--- config.mk ---
export PLATFORM = sky130hd
export DESIGN_NAME = multicycle_ctrl_fsm_flat
export DESIGN_NICKNAME = d
export VERILOG_FILES = /design/src/rtl/multicycle_ctrl_fsm_pkg.sv /design/src/rtl/multicycle_ctrl_fsm_if.sv /design/src/rtl/multicycle_ctrl_fsm_perf_counters.sv /design/src/rtl/multicycle_ctrl_fsm.sv /design/src/flat_wrapper.sv
export SDC_FILE = /design/constraint.sdc
export NUM_CORES = 1
export LEC_CHECK = 0
export CORE_UTILIZATION = 34
export DETAILED_ROUTE_END_ITERATION = 8
export PLACE_DENSITY_LB_ADDON = 0.05
export SKIP_CTS_REPAIR_TIMING = 1
export SLEW_MARGIN = 20
export SYNTH_ARGS = -nofsm -noshare
export SYNTH_HDL_FRONTEND = slang
export SYNTH_HIERARCHICAL = 1
export SYNTH_SLANG_ARGS = --single-unit
--- constraint.sdc ---
create_clock -name clk -period 2.1 [get_ports clk]
set_input_delay 0.21 -clock clk [delete_from_list [all_inputs] [get_ports clk]]
set_output_delay 0.21 -clock clk [all_outputs]
set_load 0.1 [all_outputs]
--- src/rtl/multicycle_ctrl_fsm_pkg.sv ---
// -----------------------------------------------------------------------------
// rv_ctrl_pkg
// Shared encodings for the multi-cycle RV32 control path: FSM state codes,
// major opcodes, ALU operation codes, ALU operand select codes, and the
// bundle of datapath control strobes produced by the FSM output decode.
// -----------------------------------------------------------------------------
package rv_ctrl_pkg;

  // FSM state encodings (4-bit, also exported on state_dbg)
  localparam logic [3:0] S_IDLE     = 4'd0;
  localparam logic [3:0] S_FETCH    = 4'd1;
  localparam logic [3:0] S_DECODE   = 4'd2;
  localparam logic [3:0] S_EXEC_R   = 4'd3;
  localparam logic [3:0] S_ALU_WB   = 4'd4;
  localparam logic [3:0] S_MEM_ADDR = 4'd5;
  localparam logic [3:0] S_MEM_RD   = 4'd6;
  localparam logic [3:0] S_MEM_WB   = 4'd7;
  localparam logic [3:0] S_MEM_WR   = 4'd8;
  localparam logic [3:0] S_BRANCH   = 4'd9;
  localparam logic [3:0] S_TRAP     = 4'd10;

  // Supported major opcodes (instruction[6:0])
  localparam logic [6:0] OP_RTYPE  = 7'b0110011;
  localparam logic [6:0] OP_LOAD   = 7'b0000011;
  localparam logic [6:0] OP_STORE  = 7'b0100011;
  localparam logic [6:0] OP_BRANCH = 7'b1100011;

  // alu_op codes consumed by the ALU control decoder
  localparam logic [1:0] ALU_OP_ADD   = 2'b00;
  localparam logic [1:0] ALU_OP_SUB   = 2'b01;
  localparam logic [1:0] ALU_OP_FUNCT = 2'b10;

  // ALU operand selects
  localparam logic [1:0] SRC_A_PC   = 2'b00;
  localparam logic [1:0] SRC_A_REG  = 2'b01;
  localparam logic [1:0] SRC_B_REG  = 2'b00;
  localparam logic [1:0] SRC_B_FOUR = 2'b01;
  localparam logic [1:0] SRC_B_IMM  = 2'b10;

  // Datapath control strobes driven by the FSM (memory requests excluded,
  // they travel on the memory interface)
  typedef struct packed {
    logic       mem_read;
    logic       mem_write;
    logic       iord;
    logic       ir_write;
    logic       pc_write;
    logic       pc_write_cond;
    logic       pc_source;
    logic [1:0] alu_src_a;
    logic [1:0] alu_src_b;
    logic [1:0] alu_op;
    logic       reg_write;
    logic       mem_to_reg;
    logic       illegal;
  } ctrl_t;

endpackage

--- src/rtl/multicycle_ctrl_fsm_if.sv ---
// -----------------------------------------------------------------------------
// multicycle_ctrl_fsm_if
// Request/ready handshake between the control FSM and the unified memory port.
//   mem_read  : read request  (FSM -> memory)
//   mem_write : write request (FSM -> memory)
//   mem_ready : access completes in any cycle it is high while requested
// Modports: master = control FSM, slave = memory.
// -----------------------------------------------------------------------------
interface multicycle_ctrl_fsm_if;
  logic mem_read;
  logic mem_write;
  logic mem_ready;

  modport master (output mem_read, output mem_write, input  mem_ready);
  modport slave  (input  mem_read, input  mem_write, output mem_ready);
endinterface

--- src/rtl/multicycle_ctrl_fsm_perf_counters.sv ---
// -----------------------------------------------------------------------------
// ctrl_perf_counters
// Cycle and retired-instruction counters for the multi-cycle control FSM.
// Both wrap modulo 2^CNT_W and clear on reset.
//   clk, rst_n    : clock, asynchronous active-low reset
//   cycle_en      : count this clock as an active cycle
//   retire        : one instruction retires on this clock
//   cycle_count   : active-cycle counter
//   instret_count : retired-instruction counter
// -----------------------------------------------------------------------------
module ctrl_perf_counters #(
  parameter int CNT_W = 32
) (
  input  logic             clk,
  input  logic             rst_n,
  input  logic             cycle_en,
  input  logic             retire,
  output logic [CNT_W-1:0] cycle_count,
  output logic [CNT_W-1:0] instret_count
);

  always_ff @(posedge clk or negedge rst_n) begin
    if (!rst_n) begin
      cycle_count   <= '0;
      instret_count <= '0;
    end else begin
      if (cycle_en) cycle_count   <= cycle_count + CNT_W'(1);
      if (retire)   instret_count <= instret_count + CNT_W'(1);
    end
  end

endmodule

--- src/rtl/multicycle_ctrl_fsm.sv ---
// -----------------------------------------------------------------------------
// multicycle_ctrl_fsm
// Main control FSM of the multi-cycle RV32 core. Sequences the shared ALU,
// IR, PC and unified memory port for R-type (add/sub/or/and), lw, sw and
// beq; anything else ends in the absorbing TRAP state.
//
// Parameters:
//   CNT_W           width of the performance counters
//   TRAP_ON_INVFUNC 1: invalid R-type funct traps; 0: completes as a NOP
// Macro:
//   PERF_CNT_EN     when defined, cycle_count/instret_count are live
//                   counters; otherwise both ports are tied to 0.
// Ports:
//   clk, rst_n        clock, asynchronous active-low reset
//   opcode            instruction[6:0] from the IR
//   inv_func          invalid-function flag from the ALU control decoder
//   bus (master)      mem_read/mem_write requests, mem_ready handshake
//   iord              address select (0 = PC, 1 = ALUOut)
//   ir_write          IR load enable
//   pc_write          unconditional PC write
//   pc_write_cond     PC write qualified by ALU zero
//   pc_source         0 = ALU result, 1 = ALUOut
//   alu_src_a/b       ALU operand selects
//   alu_op            00 add, 01 sub, 10 funct-decoded
//   reg_write         register file write enable
//   mem_to_reg        writeback select (0 = ALUOut, 1 = MDR)
//   illegal           sticky trap flag
//   state_dbg         current state encoding
//   cycle_count       active-cycle counter
//   instret_count     retired-instruction counter
// -----------------------------------------------------------------------------
module multicycle_ctrl_fsm
  import rv_ctrl_pkg::*;
#(
  parameter int CNT_W           = 32,
  parameter int TRAP_ON_INVFUNC = 1
) (
  input  logic                   clk,
  input  logic                   rst_n,
  input  logic [6:0]             opcode,
  input  logic                   inv_func,
  multicycle_ctrl_fsm_if.master  bus,
  output logic                   iord,
  output logic                   ir_write,
  output logic                   pc_write,
  output logic                   pc_write_cond,
  output logic                   pc_source,
  output logic [1:0]             alu_src_a,
  output logic [1:0]             alu_src_b,
  output logic [1:0]             alu_op,
  output logic                   reg_write,
  output logic                   mem_to_reg,
  output logic                   illegal,
  output logic [3:0]             state_dbg,
  output logic [CNT_W-1:0]       cycle_count,
  output logic [CNT_W-1:0]       instret_count
);

  logic [3:0] state;
  logic [3:0] state_nxt;
  ctrl_t      ctrl;

  // NOTE: sequential state uses non-blocking (<=) so every flop samples the
  // pre-edge value; combinational blocks below use blocking (=).
  always_ff @(posedge clk or negedge rst_n) begin
    if (!rst_n) state <= S_IDLE;
    else        state <= state_nxt;
  end

  // Next-state logic
  // NOTE: every always_comb target gets a default first so no path leaves
  // it unassigned (which would infer a latch).
  always_comb begin
    state_nxt = state;
    case (state)
      S_IDLE:   state_nxt = S_FETCH;
      S_FETCH:  if (bus.mem_ready) state_nxt = S_DECODE;
      S_DECODE: begin
        case (opcode)
          OP_RTYPE:          state_nxt = S_EXEC_R;
          OP_LOAD, OP_STORE: state_nxt = S_MEM_ADDR;
          OP_BRANCH:         state_nxt = S_BRANCH;
          default:           state_nxt = S_TRAP;
        endcase
      end
      S_EXEC_R: begin
        if (!inv_func)                 state_nxt = S_ALU_WB;
        else if (TRAP_ON_INVFUNC != 0) state_nxt = S_TRAP;
        else                           state_nxt = S_FETCH;   // NOP: skip writeback
      end
      S_ALU_WB:   state_nxt = S_FETCH;
      // IR still holds the instruction, so opcode picks load vs store here
      S_MEM_ADDR: state_nxt = (opcode == OP_STORE) ? S_MEM_WR : S_MEM_RD;
      S_MEM_RD:   if (bus.mem_ready) state_nxt = S_MEM_WB;
      S_MEM_WB:   state_nxt = S_FETCH;
      S_MEM_WR:   if (bus.mem_ready) state_nxt = S_FETCH;
      S_BRANCH:   state_nxt = S_FETCH;
      S_TRAP:     state_nxt = S_TRAP;
      default:    state_nxt = S_TRAP;   // unused encodings are treated as faults
    endcase
  end

  // Output decode: Moore except ir_write/pc_write in FETCH, which follow
  // mem_ready so the IR and PC update exactly on the completing cycle.
  always_comb begin
    ctrl = '0;
    case (state)
      S_FETCH: begin
        ctrl.mem_read  = 1'b1;
        ctrl.iord      = 1'b0;
        ctrl.alu_src_a = SRC_A_PC;
        ctrl.alu_src_b = SRC_B_FOUR;
        ctrl.alu_op    = ALU_OP_ADD;
        ctrl.pc_source = 1'b0;
        ctrl.ir_write  = bus.mem_ready;
        ctrl.pc_write  = bus.mem_ready;
      end
      S_DECODE: begin
        ctrl.alu_src_a = SRC_A_PC;
        ctrl.alu_src_b = SRC_B_IMM;
        ctrl.alu_op    = ALU_OP_ADD;
      end
      S_EXEC_R: begin
        ctrl.alu_src_a = SRC_A_REG;
        ctrl.alu_src_b = SRC_B_REG;
        ctrl.alu_op    = ALU_OP_FUNCT;
      end
      S_ALU_WB: begin
        ctrl.reg_write  = 1'b1;
        ctrl.mem_to_reg = 1'b0;
      end
      S_MEM_ADDR: begin
        ctrl.alu_src_a = SRC_A_REG;
        ctrl.alu_src_b = SRC_B_IMM;
        ctrl.alu_op    = ALU_OP_ADD;
      end
      S_MEM_RD: begin
        ctrl.mem_read = 1'b1;
        ctrl.iord     = 1'b1;
      end
      S_MEM_WB: begin
        ctrl.reg_write  = 1'b1;
        ctrl.mem_to_reg = 1'b1;
      end
      S_MEM_WR: begin
        ctrl.mem_write = 1'b1;
        ctrl.iord      = 1'b1;
      end
      S_BRANCH: begin
        ctrl.alu_src_a     = SRC_A_REG;
        ctrl.alu_src_b     = SRC_B_REG;
        ctrl.alu_op        = ALU_OP_SUB;
        ctrl.pc_write_cond = 1'b1;
        ctrl.pc_source     = 1'b1;
      end
      S_TRAP:  ctrl.illegal = 1'b1;
      default: ;
    endcase
  end

  assign bus.mem_read  = ctrl.mem_read;
  assign bus.mem_write = ctrl.mem_write;
  assign iord          = ctrl.iord;
  assign ir_write      = ctrl.ir_write;
  assign pc_write      = ctrl.pc_write;
  assign pc_write_cond = ctrl.pc_write_cond;
  assign pc_source     = ctrl.pc_source;
  assign alu_src_a     = ctrl.alu_src_a;
  assign alu_src_b     = ctrl.alu_src_b;
  assign alu_op        = ctrl.alu_op;
  assign reg_write     = ctrl.reg_write;
  assign mem_to_reg    = ctrl.mem_to_reg;
  assign illegal       = ctrl.illegal;
  assign state_dbg     = state;

`ifdef PERF_CNT_EN
  logic cycle_en;
  logic retire;

  assign cycle_en = (state != S_IDLE) && (state != S_TRAP);
  // Any entry into FETCH from a non-FETCH, non-IDLE state ends an instruction:
  // ALU_WB, MEM_WB, MEM_WR, BRANCH, or the EXEC_R NOP path.
  assign retire   = (state_nxt == S_FETCH) && (state != S_FETCH) && (state != S_IDLE);

  ctrl_perf_counters #(.CNT_W(CNT_W)) u_perf (
    .clk           (clk),
    .rst_n         (rst_n),
    .cycle_en      (cycle_en),
    .retire        (retire),
    .cycle_count   (cycle_count),
    .instret_count (instret_count)
  );
`else
  assign cycle_count   = '0;
  assign instret_count = '0;
`endif

endmodule

--- src/flat_wrapper.sv ---
// flat-port wrapper written by rule: the top's interface ports become plain ports
module multicycle_ctrl_fsm_flat import rv_ctrl_pkg::*;
#(
  parameter int CNT_W           = 32,
  parameter int TRAP_ON_INVFUNC = 1
)
  (clk, rst_n, opcode, inv_func, iord, ir_write, pc_write, pc_write_cond, pc_source, alu_src_a, alu_src_b, alu_op, reg_write, mem_to_reg, illegal, state_dbg, cycle_count, instret_count, bus_mem_read, bus_mem_write, bus_mem_ready);
  multicycle_ctrl_fsm_if bus_i ();
  input  logic clk;
  input  logic rst_n;
  input  logic [6:0] opcode;
  input  logic inv_func;
  output logic iord;
  output logic ir_write;
  output logic pc_write;
  output logic pc_write_cond;
  output logic pc_source;
  output logic [1:0] alu_src_a;
  output logic [1:0] alu_src_b;
  output logic [1:0] alu_op;
  output logic reg_write;
  output logic mem_to_reg;
  output logic illegal;
  output logic [3:0] state_dbg;
  output logic [CNT_W-1:0] cycle_count;
  output logic [CNT_W-1:0] instret_count;
  output wire logic [$bits(bus_i.mem_read)-1:0] bus_mem_read;
  output wire logic [$bits(bus_i.mem_write)-1:0] bus_mem_write;
  input wire logic [$bits(bus_i.mem_ready)-1:0] bus_mem_ready;
  assign bus_mem_read = bus_i.mem_read;
  assign bus_mem_write = bus_i.mem_write;
  assign bus_i.mem_ready = bus_mem_ready;
  multicycle_ctrl_fsm #(.CNT_W(CNT_W), .TRAP_ON_INVFUNC(TRAP_ON_INVFUNC)) u_core (.clk(clk), .rst_n(rst_n), .opcode(opcode), .inv_func(inv_func), .bus(bus_i), .iord(iord), .ir_write(ir_write), .pc_write(pc_write), .pc_write_cond(pc_write_cond), .pc_source(pc_source), .alu_src_a(alu_src_a), .alu_src_b(alu_src_b), .alu_op(alu_op), .reg_write(reg_write), .mem_to_reg(mem_to_reg), .illegal(illegal), .state_dbg(state_dbg), .cycle_count(cycle_count), .instret_count(instret_count));
endmodule
==> impl_metrics.toml, run 1 <==
[final_layout]
largest_reg_flops = 4
num-fill-cells = 287
finish.net_count = 183
fin_area_sq_um = 1360
n_antenna_cell = 0
drive_above_1_share = 0.253
finish.utilization = 0.474
layout_common_cells = "conb_1, buf_12, clkdlybuf4s50_1"
stdcell_count = 212
final_common_cell = "conb_1"
area_delta_synth_final_pct = 27.6

[routing]
drc = 6
via_per_inst = 3.91
vias = 828
first_pass_iters = 6
drt_iter0_drc = 13
wl_mm = 1.82
postRouteAntennaNets = 0
drt-wirelength-per-cell_um = 8.57

[sta]
fin_crit_sh = 0.879
setup_tns_ns = 0
max_freq_mhz = 542
min_period_ns = 1.85
tightest_slew_ns = 0.488
finClkSkew_ns = 0.000917
grt_setup_unrepaired = "false"
finalSetupViolCount = 0
slew_headroom = 0.670
hold_violations = 0
maxSlewViolCount = 0

[floorplan]
rows = 19
initial_core_util = 0.371
fp.dieW_um = 58.1
io_pins = 95
die_area_sq_um = 3370
coreArea_sq_um = 2880
fp.dieH_um = 58.1

[yosys]
ys.warnings.count = 6
synth-seq-cells = 4
synthCells = 149
postSynthAreaPerCell_sq_um = 7.17
synthesis.area_sq_um = 1070
yosysSeqAreaShare = 0.0937
netlist-cell-type-count = 36

[critical_path]
worstSetupPathType = "reg2out"
cp_cell_sequence = "nor4bb_4 -> or2_2 -> buf_12"
path_max_fanout = 16
cp-end-kind = "output port"
worstPathRequired_ns = 1.89
crit_slowest_cell = "dfrtp_2"
worst_setup_path_start_kind = "register"
arrival_ns = 1.64
cpPeakStageDelay_ns = 0.57

[clock_network]
clock_latency_ns = 0.23
cts.path.max_buffers = 2
numCtsBuffers = 3
clkSinkCount = 4
clk_pin_slew_ns = 0.04
cts_root_buffer = "clkbuf_4"
h-tree-depth = 1
cts_tree = "built"

[placement]
dpl-instance-area_sq_um = 1340
place_congestion = 0.803
dp_cells = 209
hpwlAfterDp_mm = 1.53
numPortBuffers = 29

[global_route]
grt_remaining_overflow = 0
antenna_found_initial = 0
grt_pass1_vias = 635
grt_pass1_wl_mm = 2.71
grt_max_degree = 21
grtUsageTotal = 0.102

[status]
outcome = "finished with violations"
violations = "DRC"

[job]
cap_viol_max_count = 0

[hold_path]
min_path_type = "in2async"
## through the flow
step / hold slack (ns) / worst slack [ns]
after floorplan: -0.0856 / -0.616
after global placement: 0.422 / 0.416
after detailed placement: 0.421 / 0.427
after CTS: 0.175 / 0.228
after global routing: 0.179 / 0.140
final: 0.178 / 0.254
## cell usage after synthesis
cell type   n  area, sq um
buf_4      69          518
nor2_1     14         52.6
nand2_1     7         26.3
nor3_1      6         30.0
a21oi_1     5         25.0
dfrtp_1     4          100
o21ai_0     4         20.0
clkbuf_1    3         11.3
inv_1       3         11.3
nand2b_1    3         18.8
nand3_1     3         15.0
nor2b_1     3         18.8
buf_2       2         10.0
a22oi_1     1         7.51
a2bb2oi_1   1         8.76
a31oi_1     1         6.26
and2_1      1         6.26
and2b_1     1         7.51
buf_6       1         11.3
conb_1      1         3.75
maj3_2      1         11.3
nand4_1     1         6.26
nand4bb_1   1         11.3
nor4b_2     1         15.0
nor4bb_1    1         10.0
nor4bb_4    1         25.0
o2111ai_1   1         8.76
o211ai_1    1         7.51
o21ai_1     1         5.00
o22ai_1     1         6.26
o311a_1     1         10.0
o31ai_1     1         7.51
o31ai_2     1         12.5
o32a_1      1         10.0
or2_2       1         6.26
or4_1       1         7.51
## area by class of cell
| class | count | area [sq um] | area share |
|---|---|---|---|
| multi-input combinational | 131 | 734 | 0.539 |
| timing repair buffer | 29 | 430 | 0.316 |
| sequential | 4 | 113 | 0.0826 |
| tap | 42 | 52.6 | 0.0385 |
| clock buffer | 3 | 22.5 | 0.0165 |
| inverter | 3 | 11.3 | 0.00826 |
## kinds of logic (layout without fill, tap and decap cells)
kind of cell | after synthesis | in the layout | synth area share
buffers and inverters | 78 | 35 | 0.526
and+or+nand+nor | 45 | 45 | 0.240
AOI/OAI and AO/OA | 20 | 20 | 0.126
DFF | 4 | 4 | 0.0937
adders and majority gates | 1 | 1 | 0.0105
other | 1 | 65 | 0.00351
## final timing paths
kind,start,end,slack (ns),cells after the start
worst max-delay path,u_core/state_dbg[0],alu_src_b[1],0.25,3
worst min-delay path,rst_n,u_core/state_dbg[3],0.18,1
worst max register to register,u_core/state_dbg[0],u_core/state_dbg[1],0.50,4
worst min register to register,u_core/state_dbg[2],u_core/state_dbg[0],0.78,2
max in group asynchronous,rst_n,u_core/state_dbg[2],1.74,1
min in group clk,opcode[3],u_core/state_dbg[2],0.74,4
## critical path, delay by kind of cell (launching register included)
| kind | cells | cell delay (ns) |
|---|---|---|
| DFF | 1 | 0.57 |
| and+or+nand+nor | 2 | 0.65 |
| buffers and inverters | 1 | 0.18 |
## layer usage
layer  part of all wire  up-vias  GRT usage
met5                  0        -          0
met4                  0        0     0.0408
met3              0.088        0     0.0156
met2               0.52       51      0.174
met1               0.39      368      0.129
li1                   -      409          -
Power of run 1 is not shown: default switching activity piles up to over one toggle a cycle in this logic, so the estimate is an artifact.
==> run 2: changes to the inputs <==
--- a/config.mk
+++ b/config.mk
@@ -7,7 +7,7 @@
 export LEC_CHECK = 0
 export CORE_UTILIZATION = 34
 export DETAILED_ROUTE_END_ITERATION = 8
-export PLACE_DENSITY_LB_ADDON = 0.05
+export PLACE_DENSITY = 0.91
 export SKIP_CTS_REPAIR_TIMING = 1
 export SLEW_MARGIN = 20
 export SYNTH_ARGS = -nofsm -noshare
==> impl_metrics.toml, run 2 (synthesis gave the netlist of run 1 again) <==
[critical_path]
startpoint = "u_core/state_dbg[0]"
worstSetupPathType = "reg2out"
timing.rr.end = "u_core/state_dbg[1]"
worst_setup_path_start_kind = "register"
path_max_fanout = 16
arrival_ns = 1.66
cp-end-kind = "output port"
rrSetupSlack_ns = 0.56
r2r-start = "u_core/state_dbg[0]"
worstPathRequired_ns = 1.89
r2r_cells = 4

[placement]
hpwlAfterDp_mm = 1.58
numPortBuffers = 29
place_congestion = 0.774

[routing]
drt_iter0_drc = 21
drt-wirelength-per-cell_um = 8.87
vias = 848
via_per_inst = 4.00
drc = 4
first_pass_iters = 6
postRouteAntennaNets = 0
wl_mm = 1.88

[global_route]
grtUsageTotal = 0.112
grt_remaining_overflow = 0
antenna_found_initial = 0
grt_pass1_wl_mm = 2.94
grt_pass1_vias = 670
grt_max_degree = 21

[final_layout]
final_common_cell = "conb_1"
drive_above_1_share = 0.253
finish.net_count = 183
n_antenna_cell = 0
num-fill-cells = 273
layout_common_cells = "conb_1, buf_12, clkdlybuf4s50_1"
largest_reg_flops = 4
area_delta_synth_final_pct = 27.6

[floorplan]
initial_core_util = 0.371
rows = 19
fp.dieW_um = 58.1
io_pins = 95
fp.dieH_um = 58.1
coreArea_sq_um = 2880
die_area_sq_um = 3370

[sta]
max_freq_mhz = 534
finClkSkew_ns = 0.00704
hold_violations = 0
grt_setup_unrepaired = "false"
min_period_ns = 1.87
finalSetupViolCount = 0
maxSlewViolCount = 0
fin_crit_sh = 0.891
holdWs_ns = 0.161

[job]
cap_viol_max_count = 0

[clock_network]
cts.path.max_buffers = 2
clk_pin_slew_ns = 0.04
clock_latency_ns = 0.25
cts_tree = "built"
clkSinkCount = 4
cts_root_buffer = "clkbuf_4"
numCtsBuffers = 3
h-tree-depth = 1

[status]
violations = "DRC"
outcome = "finished with violations"

[hold_path]
min_path_type = "in2async"
-- run 2: cell counts in the layout (fill, tap and decap cells not counted) --
Identical to the previous run, type by type.
-- run 2: how the worst max path moves through the flow --
stage                                      to  slack (ns)
after floorplan                      pc_write       -0.62
after detailed placement  u_core/state_dbg[3]        0.42
after global placement    u_core/state_dbg[3]        0.47
after global routing             bus_mem_read        0.12
final                            alu_src_b[1]        0.23
after CTS                        alu_src_b[1]        0.22
-- run 2: through the flow --
stage / util / instances / TNS, ns / area (sq um) / worst slack, ns
after floorplan: - / 213 / -2.44 / 1450 / -0.616
after global placement: 0.466 / 209 / 0 / 1340 / 0.467
after detailed placement: 0.466 / 209 / 0 / 1340 / 0.417
after CTS: 0.474 / 212 / 0 / 1360 / 0.217
after global routing: 0.474 / 212 / 0 / 1360 / 0.121
final: 0.474 / 212 / 0 / 1360 / 0.229
-- run 2: layout make-up --
cell class	count	area, sq um	share of cell area
multi-input cells	131	734	0.539
repair buffers	29	430	0.316
flip-flops and latches	4	113	0.0826
well taps	42	52.6	0.0385
clock buffers	3	22.5	0.0165
inverters	3	11.3	0.00826
-- run 2: layer usage --
layer  global-route usage  share of wire  up-vias
met4               0.0408         0.0074        0
li1                     -              -      407
met1                0.122           0.36      380
met5                    0              0        -
met3               0.0379           0.11        3
met2                0.202           0.53       58
-- run 2: worst max-delay path: stages, from the launching register on --
cell and delay, ns:
dfrtp_2 0.58, nor4bb_4 0.44, or2_2 0.22, buf_12 0.18
Power of run 2 is left out for the same reason.
